**config.mk**
```make
export PLATFORM = sky130hd
export DESIGN_NAME = fetch_unit
export DESIGN_NICKNAME = d
export VERILOG_FILES = /design/src/rtl/rv32i_pkg.sv /design/src/rtl/fetch_fifo.sv /design/src/rtl/fetch_unit.sv
export SDC_FILE = /design/constraint.sdc
export NUM_CORES = 1
export LEC_CHECK = 0
export CAP_MARGIN = 20
export CORE_MARGIN = 4
export CORE_UTILIZATION = 48
export DETAILED_ROUTE_END_ITERATION = 8
export HOLD_SLACK_MARGIN = 0.06
export PLACE_DENSITY = 0.86
export SLEW_MARGIN = 20
export SYNTH_ARGS = -nofsm -noshare
export SYNTH_HDL_FRONTEND = slang
export SYNTH_HIERARCHICAL = 1
export SYNTH_SLANG_ARGS = --single-unit
```
**constraint.sdc**
```tcl
create_clock -name clk -period 2.15 [get_ports clk]
set_input_delay 0.43 -clock clk [delete_from_list [all_inputs] [get_ports clk]]
set_output_delay 0.43 -clock clk [all_outputs]
set_load 0.02 [all_outputs]
```
**src/rtl/rv32i_pkg.sv**
```systemverilog
// ============================================================================
//  Module   : rv32i_pkg
//  Brief    : Shared RV32I constants, fetch buffer entry type and helpers.
//  Revision : 1.0 - initial release
// ============================================================================
`default_nettype none

package rv32i_pkg;

   localparam int               XLEN             = 32;
   localparam logic [XLEN-1:0]  DEFAULT_RESET_PC = 32'h0000_0000;
   localparam logic [XLEN-1:0]  NOP              = 32'h0000_0013;

   typedef struct packed {
      logic [XLEN-1:0] instr;
      logic [XLEN-1:0] pc;
   } fetch_entry_t;

   function automatic logic [XLEN-1:0] word_align(input logic [XLEN-1:0] a);
      return {a[XLEN-1:2], 2'b00};
   endfunction

endpackage

`default_nettype wire

```
**src/rtl/fetch_fifo.sv**
```systemverilog
// ============================================================================
//  Module   : fetch_fifo
//  Brief    : Two-entry {instr,pc} buffer between instruction memory and decode.
//  Revision : 1.0 - initial release
// ============================================================================
`default_nettype none

module fetch_fifo
   import rv32i_pkg::*;
(
   input  logic         clk,
   input  logic         rst_n,
   input  logic         flush,
   input  logic         push,
   input  fetch_entry_t push_entry,
   input  logic         pop,
   output fetch_entry_t head,
   output logic [1:0]   count
);

   fetch_entry_t r_mem [2];
   logic         r_wr_ptr;
   logic         r_rd_ptr;
   logic [1:0]   r_count;

   // Storage is cleared on reset so instr/instr_pc read zero while held in reset.
   always_ff @(posedge clk or negedge rst_n) begin
      if (!rst_n) begin
         r_mem[0] <= '0;
         r_mem[1] <= '0;
         r_wr_ptr <= 1'b0;
         r_rd_ptr <= 1'b0;
         r_count  <= 2'd0;
      end else if (flush) begin
         r_wr_ptr <= 1'b0;
         r_rd_ptr <= 1'b0;
         r_count  <= 2'd0;
      end else begin
         if (push) begin
            r_mem[r_wr_ptr] <= push_entry;
            r_wr_ptr        <= ~r_wr_ptr;
         end
         if (pop) begin
            r_rd_ptr <= ~r_rd_ptr;
         end
         case ({push, pop})
            2'b10:   r_count <= r_count + 2'd1;
            2'b01:   r_count <= r_count - 2'd1;
            default: r_count <= r_count;
         endcase
      end
   end

   assign head  = r_mem[r_rd_ptr];
   assign count = r_count;

endmodule

`default_nettype wire

```
**src/rtl/fetch_unit.sv**
```systemverilog
// ============================================================================
//  Module   : fetch_unit
//  Brief    : Single-outstanding instruction fetch with redirect and 2-deep buffer.
//  Revision : 1.0 - initial release
// ============================================================================
`default_nettype none

module fetch_unit
   import rv32i_pkg::*;
#(
   parameter logic [XLEN-1:0] RESET_PC = DEFAULT_RESET_PC
)(
   input  logic            clk,
   input  logic            rst_n,
   output logic            imem_req,
   output logic [XLEN-1:0] imem_addr,
   input  logic            imem_gnt,
   input  logic            imem_rvalid,
   input  logic [XLEN-1:0] imem_rdata,
   input  logic            redirect,
   input  logic [XLEN-1:0] redirect_pc,
   output logic            instr_valid,
   input  logic            instr_ready,
   output logic [XLEN-1:0] instr,
   output logic [XLEN-1:0] instr_pc
);

   logic [XLEN-1:0] r_pc;
   logic [XLEN-1:0] r_req_pc;
   logic            r_outstanding;
   logic            r_drop;

   logic            w_grant;
   logic            w_push;
   logic            w_pop;
   logic [1:0]      w_count;
   fetch_entry_t    w_push_entry;
   fetch_entry_t    w_head;

   // rst_n gates the request so nothing is offered to memory while held in reset.
   assign imem_req  = rst_n & ~r_outstanding & (w_count < 2'd2) & ~redirect;
   assign imem_addr = word_align(r_pc);
   assign w_grant   = imem_req & imem_gnt;

   // A response is kept only if no redirect has invalidated it.
   assign w_push       = imem_rvalid & r_outstanding & ~r_drop & ~redirect;
   assign w_pop        = instr_valid & instr_ready;
   assign w_push_entry = '{instr: imem_rdata, pc: r_req_pc};

   always_ff @(posedge clk or negedge rst_n) begin
      if (!rst_n) begin
         r_pc          <= RESET_PC;
         r_req_pc      <= '0;
         r_outstanding <= 1'b0;
         r_drop        <= 1'b0;
      end else begin
         if (redirect) begin
            r_pc <= word_align(redirect_pc);
         end else if (w_grant) begin
            r_pc <= imem_addr + XLEN'(4);
         end

         if (w_grant) begin
            r_outstanding <= 1'b1;
            r_req_pc      <= imem_addr;
         end else if (imem_rvalid) begin
            r_outstanding <= 1'b0;
         end

         // A response landing with the redirect is discarded directly, so no drop.
         if (imem_rvalid) begin
            r_drop <= 1'b0;
         end else if (redirect && r_outstanding) begin
            r_drop <= 1'b1;
         end
      end
   end

   fetch_fifo u_fifo (
      .clk        (clk),
      .rst_n      (rst_n),
      .flush      (redirect),
      .push       (w_push),
      .push_entry (w_push_entry),
      .pop        (w_pop),
      .head       (w_head),
      .count      (w_count)
   );

   assign instr_valid = (w_count != 2'd0);
   assign instr       = w_head.instr;
   assign instr_pc    = w_head.pc;

endmodule

`default_nettype wire

```
==> metrics.md, run 1 <==
| Metric | Value |
|---|---|
| Outcome | complete, but fails checks |
| Failing checks | negative setup slack |
| Routed Antenna Nets | 0 |
| DR pass1 iterations | 4 |
| Worst skew pair latency | 0.43 ns |
| Detailed placement HPWL | 14690 um |
| Reg2reg end | r_pc[25]$_DFFE_PN0P_ |
| Initial antenna violation count | 0 |
| R2r setup slk | 0.14 ns |
| Final setup violation count | 5 |
| Type of the worst min-delay path | in2async |
| Mapped Avg Cell Area | 12.89 um^2 |
| DRC violations left | 0 |
| Largest net degree at the start of global routing | 133 |
| Critical path arrival | 1.73 ns |
| Clock tree sinks | 194 |
| Share of the clock period used by the worst path | 100.5% |
| Reg2Reg Depth | 8 |
| Row cnt | 50 |
| Die height | 145.6 um |
| CP Launch Type | register |
| Max-cap violations | 0 |
| Netlist Area Pre-Place | 0.009087 mm^2 |
| Pre-CTS WS | -0.1310 ns |
| Max-slew violations | 0 |
| Top_reg_cell synth | dfrtp_1 |
| Die W | 145.6 um |
| Synth warn | 6 |
| Peak supply drop | 0.0005579 V |
| CP max FO | 15 |
| Routed WL | 21850 um |
| Fin Clk Skew | 0.01233 ns |
| GRT overflow | 0 |
| Post-route setup TNS | -0.03116 ns |
| Worst setup EP type | output port |
| CTS root buffer | clkbuf_16 |
| Clk slew on worst S/H paths | 0.07 ns |
| Worst-case hold slack | 0.2102 ns |
| # diodes | 0 |
| TritonCTS clock tree | built |
| Reg-to-reg critical path startpoint | u_fifo/count[1]$_DFFE_PN0P_ |
| Setup ws final | -0.01037 ns |
| Final min period | 2.160 ns |
| Vias in the first global route | 6644 |
| Unique masters post-synth | 51 |
| Starting density of the core | 48.74% |
| DRT iter0 DRCs | 355 |
| Mean number of vias per cell | 5.506 |
| Commonest non-fill, non-tap cell in the layout | dfrtp_1 |
| Slew headroom | 46.92% |
| Max Clk Rate | 0.4629 GHz |
| Final Hold Viols | 0 |
| Die Area | 0.02120 mm^2 |
| Sequential area share after synthesis | 53.42% |
| Synth Register Bits | 194 |
| Routed via count | 6337 |
| Core area | 0.01864 mm^2 |
| Most frequent cells in the layout | dfrtp_1, mux2_2, nand2_1, clkdlybuf4s50_1, mux2_4 |
| Global-route wire length before repair | 35390 um |
| Routability cong. | 0.8430 |
| Slew @ Worst Pin | 0.7962 ns |
| Area grow syn2layout | 28.20% |
| H-tree depth | 4 |
| Routed length per instance | 18.98 um |
| Layout net count | 977 |
| Tot GR Track Use | 20.64% |
| Port bufs | 163 |
| I/O pin count | 168 |
| Lkg Pwr | 5.630 nW |
| Cts hold-fix bufs | 0 |
| Post-synth ARST share | 100.0% |
| CTS max path bufs | 2 |
| WS Path Type | reg2out |
| Syn Inst Count | 705 |
| CTS buffer count | 17 |
| EDFF count, synth | 0 |
| P per Cell Area | 965.9 mW/mm^2 |
| RSZ-0062 raised after global routing | true |
| WP data required | 1.72 ns |
| Fraction of layout cells with a size suffix above 1 | 39.48% |
==> metrics by stage <==
| step | cells | utilization, % | instance area, um^2 | total power, W |
|---|---|---|---|---|
| final | 1151 | 62.49 | 11650 | 0.01125 |
| after CTS | 1146 | 62.03 | 11560 | 0.01133 |
| after global placement | 1109 | 59.81 | 11150 | 0.008512 |
| after detailed placement | 1109 | 59.81 | 11150 | 0.008629 |
| after global routing | 1151 | 62.49 | 11650 | 0.01179 |
| after floorplan | 710 | - | 9123 | 0.006925 |
==> synthesized netlist by cell type, types with 6 or more instances <==
cell / count / share of area, %
o211ai_1: 11 / 0.91
mux2_2: 132 / 16
clkbuf_1: 12 / 0.50
nand2_1: 120 / 5.0
dfrtp_1: 194 / 53
and2_1: 6 / 0.41
buf_2: 10 / 0.55
buf_12: 6 / 1.3
inv_1: 7 / 0.29
mux2_4: 60 / 9.9
nand4_1: 8 / 0.55
buf_6: 8 / 0.99
nor2_1: 18 / 0.74
o21ai_0: 22 / 1.2
nand3_1: 15 / 0.83
==> cell type report <==
class                           count  area, um^2
Multi-Input combinational cell    467        3924
Timing Repair Buffer              219        2002
Clock buffer                       22       494.2
Clock inverter                      8       53.80
Fill cell                        1442        6993
Inverter                            7       26.28
Tap cell                          234       292.8
Sequential cell                   194        4857
==> where the power goes <==
group | switching [W] | internal (W)
Clock | 0.00133 | 0.00162
Sequential | 0.000504 | 0.00433
Combinational | 0.00167 | 0.00179
==> how the worst max path moves through the flow <==
stage	startpoint	cells past startpoint	to	slack, ns
floorplan	redirect	7	u_fifo/r_mem[100]$_DFFE_PN0P_	0.04
global placement	imem_gnt	6	r_pc[11]$_DFFE_PN0P_	-0.14
detailed placement	imem_gnt	6	r_pc[8]$_DFFE_PN0P_	-0.13
CTS	u_fifo/r_rd_ptr$_DFFE_PN0P_	3	instr[20]	-0.05
global route	u_fifo/r_rd_ptr$_DFFE_PN0P_	3	instr[19]	-0.07
finish	u_fifo/r_rd_ptr$_DFFE_PN0P_	3	instr[19]	-0.01
==> metal layers <==
metal | GRT usage [%] | share of wire [%] | vias to the layer above
met4 | 7.075 | 1.7 | 0
met5 | 0 | 0 | -
met2 | 32.46 | 48 | 232
met3 | 4.547 | 5.1 | 32
li1 | - | - | 2902
met1 | 28.59 | 46 | 3171
==> sequential cells by signal, summed over array words and instances, names as in the netlist <==
register / flops
r_drop: 1
u_fifo/r_rd_ptr: 1
u_fifo/count: 2
u_fifo/r_wr_ptr: 1
u_fifo/r_mem: 128
r_outstanding: 1
r_pc: 30
r_req_pc: 30
==> kinds of logic after synthesis <==
logic type | synth area share [%]
flip-flops | 53.42
buffers and inverters | 4.117
AND/OR/NAND/NOR | 10.35
XOR/XNOR | 0.4820
adder cells (fa/ha/maj) | 0.1377
other | 0.04127
AO/OA/AOI/OAI | 4.957
multiplexers | 26.49
==> repair_timing <==
item | 4_1_cts | 5_1_grt
endpoints found under the setup margin | 66 | 28
pin swaps | 1 | 1
gates cloned | 2 | 1
buffers inserted | 5 | 4
gates resized for setup | 252 | 12
==> worst max-delay path: stages (launching register included) <==
cell and delay [ns]:
dfrtp_2 0.40, bufbuf_16 0.31, mux2_2 0.34, clkdlybuf4s15_2 0.27
No activity file was read; power rests on OpenSTA's default activity.
==> inputs of run 2 (changes only) <==
- CORE_UTILIZATION: 48 -> 47
- SYNTH_HIERARCHICAL: 1 -> not set
==> run 2 against run 1 <==
- the flow now finishes without violations
- cell count fell by 0.35%
- area after synthesis fell by 6.0%
- clock-buffer cell count fell by 5
- clock skew fell by 0.0026 ns
- sequential power barely moved
- final area fell by 3.6%
- critical path depth rose by 1
- flip-flop and latch count fell by 4
- sequential share of layout area rose by 0.66 points
- total power fell by 2.5%
- maximum frequency rose by 0.55%
- core utilization rose by 0.23 points
- critical path type unchanged
- largest cell class unchanged
- largest power group unchanged
==> metrics.md, run 2 <==
| Metric | Value |
|---|---|
| Outcome | finished, final reports clean (was complete, but fails checks) |
| DR pass1 iterations | 7 (was 4) |
| Slew headroom | 48.78% (was 46.92%) |
| Largest net degree at the start of global routing | 189 (was 133) |
| Most frequent cells in the layout | dfrtp_1, mux2_2, nand2_1, clkdlybuf4s50_1, buf_2 (was dfrtp_1, mux2_2, nand2_1, clkdlybuf4s50_1, mux2_4) |
| Met2 Use GR | 34.55% (was 32.46%) |
| Area grow syn2layout | 31.43% (was 28.20%) |
| # diodes | 0 (unchanged) |
| P per Cell Area | 977.1 mW/mm^2 (was 965.9 mW/mm^2) |
| Max-cap violations | 0 (unchanged) |
| RSZ-0062 raised after global routing | true (unchanged) |
| Clk slew on worst S/H paths | 0.07 ns (about the same) |
| Mean number of vias per cell | 5.517 (was 5.506) |
| Largest regs | u_fifo.r_mem: 124 flops, r_pc: 30 flops, r_req_pc: 30 flops (was u_fifo/r_mem: 128 flops, r_pc: 30 flops, r_req_pc: 30 flops) |
| Sequential area share after synthesis | 55.65% (was 53.42%) |
| Tot GR Track Use | 21.08% (was 20.64%) |
| Share of the synthesized area in the top cell type | 55.65% (was 53.42%) |
| Fraction of layout cells with a size suffix above 1 | 38.45% (was 39.48%) |
| CTS max path bufs | 2 (unchanged) |
| Unique masters post-synth | 45 (was 51) |
| Max reg flops | 124 (was 128) |
| WP data required | 1.72 ns (about the same) |
| GR peak layer | met2 (unchanged) |
| Met3 Use GR | 4.320% (was 4.547%) |
| Routed length per instance | 18.32 um (was 18.98 um) |
| Max Clk Rate | 0.4654 GHz (was 0.4629 GHz) |
| TritonCTS clock tree | built (unchanged) |
| Routed Antenna Nets | 0 (unchanged) |
| Reg-to-reg critical path startpoint | r_pc[11]$_DFFE_PN0P_ (was u_fifo/count[1]$_DFFE_PN0P_) |
| Initial antenna violation count | 0 (unchanged) |
| Share of the clock period used by the worst path | 99.93% (was 100.5%) |
| Netlist Area Pre-Place | 0.008543 mm^2 (was 0.009087 mm^2) |
| Layout net count | 976 (was 977) |
| Final setup violation count | 0 (was 5) |
| Global-route wire length before repair | 34080 um (was 35390 um) |
| Final Hold Viols | 0 (unchanged) |
| Total of fill cells in the finished design | 1435 (was 1442) |
| CP max FO | 7 (was 15) |
| Critical path cell sequence | buf_6, bufbuf_16, mux2_2, buf_4 (was bufbuf_16, mux2_2, clkdlybuf4s15_2) |
| Max incr delay on CP | 0.39 ns (was 0.40 ns) |
| Synth warn | 0 (was 6) |
| Mapped Avg Cell Area | 12.15 um^2 (was 12.89 um^2) |
| EDFF count, synth | 0 (unchanged) |
| Reg2Reg Depth | 6 (was 8) |
| Critical path launch point | u_fifo.r_rd_ptr$_DFFE_PN0P_ (was u_fifo/r_rd_ptr$_DFFE_PN0P_) |
| H-tree depth | 4 (unchanged) |
| Lkg Pwr | 5.292 nW (was 5.630 nW) |
| I/O pin count | 168 (unchanged) |
| Layout Utilization | 62.72% (was 62.49%) |
| Reg2reg end | r_pc[21]$_DFFE_PN0P_ (was r_pc[25]$_DFFE_PN0P_) |
| Yosys top cell by area | dfrtp_1 (unchanged) |
| Worst-path cell with the longest stage delay | dfrtp_2 (unchanged) |
| DRC violations left | 0 (unchanged) |
| CTS root buffer | clkbuf_16 (unchanged) |
| Die W | 142.8 um (was 145.6 um) |
| Top-count cell post-synth | dfrtp_1 (unchanged) |
| Vias in the first global route | 6535 (was 6644) |
| Type of the worst min-delay path | in2async (unchanged) |
| Layout Cells excl Fill | 1147 (was 1151) |
| Synth Register Bits | 190 (was 194) |
| Port bufs | 161 (was 163) |
| WS Path Type | reg2out (unchanged) |
| Routability cong. | 0.8572 (was 0.8430) |
| Critical path arrival | 1.72 ns (was 1.73 ns) |
| R2r setup slk | 0.22 ns (was 0.14 ns) |
| Commonest non-fill, non-tap cell in the layout | dfrtp_1 (unchanged) |
| CP Launch Type | register (unchanged) |
| Detailed placement HPWL | 14040 um (was 14690 um) |
| Top reg by flops | u_fifo.r_mem (was u_fifo/r_mem) |
| Cell count after placement | 1107 (was 1109) |
| Post-synth ARST share | 100.0% (unchanged) |
| GRT overflow | 0 (unchanged) |
| Synth top cells by count | dfrtp_1, mux2_2, nand2_1, o21ai_0, nor2_1 (was dfrtp_1, mux2_2, nand2_1, mux2_4, o21ai_0) |
| Die Area | 0.02040 mm^2 (was 0.02120 mm^2) |
| Core area | 0.01790 mm^2 (was 0.01864 mm^2) |
| Slew @ Worst Pin | 0.7682 ns (was 0.7962 ns) |
| Routed WL | 21010 um (was 21850 um) |
| Row cnt | 49 (was 50) |
| Top_reg_cell synth | dfrtp_1 (unchanged) |
| Clock tree sinks | 190 (was 194) |
| DRT iter0 DRCs | 377 (was 355) |
| Die height | 142.8 um (was 145.6 um) |
| Met1 Track Usage GR | 28.96% (was 28.59%) |
| Peak supply drop | 0.0005481 V (was 0.0005579 V) |
| Max-slew violations | 0 (unchanged) |
| Syn Inst Count | 703 (was 705) |
| Worst setup EP type | output port (unchanged) |
| Starting density of the core | 47.72% (was 48.74%) |
| Top cells by area, synth | dfrtp_1, mux2_2, nand2_1 (was dfrtp_1, mux2_2, mux2_4) |
| Post-route setup TNS | 0 ns (was -0.03116 ns) |
| CTS buffer count | 17 (unchanged) |
| Final min period | 2.148 ns (was 2.160 ns) |
| Fin Clk Skew | 0.009698 ns (was 0.01233 ns) |
| Routed via count | 6328 (was 6337) |
| Worst skew pair latency | 0.43 ns (about the same) |
## run 2: per-stage QoR
step,cell area [um^2],hold WS (ns),worst slack (ns),total power (W)
finish,11230,0.4669,0.001503,0.01097
global placement,10780,0.3544,-0.2244,0.008167
CTS,11430,0.4500,-0.01005,0.01124
global route,11230,0.4672,-0.04570,0.01153
detailed placement,10780,0.3538,-0.2857,0.008284
floorplan,8554,0.1344,0.05994,0.006645
## run 2: area by class of cell
class | count | area, um^2 | share of cell area, %
flip-flops and latches | 190 | 4756 | 42.36
multi-input cells | 463 | 3560 | 31.70
repair buffers | 222 | 1992 | 17.74
clock buffers | 17 | 425.4 | 3.789
well taps | 229 | 286.5 | 2.552
clock inverters | 15 | 167.7 | 1.493
inverters | 11 | 41.29 | 0.3677
## run 2: cell families after synthesis
group                      Yosys count  share of synthesized area, %
AOI/OAI and AO/OA                   68                         5.507
xor gates and xnor gates             4                        0.4102
adders and majority gates            1                        0.1464
buffers and inverters               53                         2.958
DFF                                190                         55.65
muxes                              190                         24.99
other                                1                       0.04389
and+or+nand+nor                    196                         10.30
## run 2: how the worst max path moves through the flow
stage	endpoint	slack (ns)	cells after the start
final	instr[13]	0.002	4
after detailed placement	r_pc[20]$_DFFE_PN0P_	-0.29	8
after global placement	r_pc[20]$_DFFE_PN0P_	-0.22	8
after floorplan	r_pc[29]$_DFFE_PN0P_	0.06	7
after CTS	instr_pc[2]	-0.01	4
after global routing	instr[13]	-0.05	4
## run 2: critical path: cells and delay by family (launching register included)
family | cells | cell delay (ns)
buffers and inverters | 3 | 0.57
muxes | 1 | 0.34
DFF | 1 | 0.39
## run 2: timing repair
item	CTS	global route
setup buffers	3	0
gates cloned	3	0
hold buffers	1	0
resized for setup	208	48
hold endpoints to repair	2	0
setup endpoints to repair	64	49
## run 2: power breakdown
| group | internal, W | switching [W] |
|---|---|---|
| sequential | 0.00433 | 0.000487 |
| clock | 0.00167 | 0.00150 |
| combinational | 0.00147 | 0.00152 |
| total | 0.00746 | 0.00351 |
## run 2: metal layers
layer | share of wire [%] | vias up
met3 | 6.4 | 23
met4 | 1.2 | 0
met1 | 44 | 3163
met2 | 48 | 235
met5 | 0 | -
li1 | - | 2907
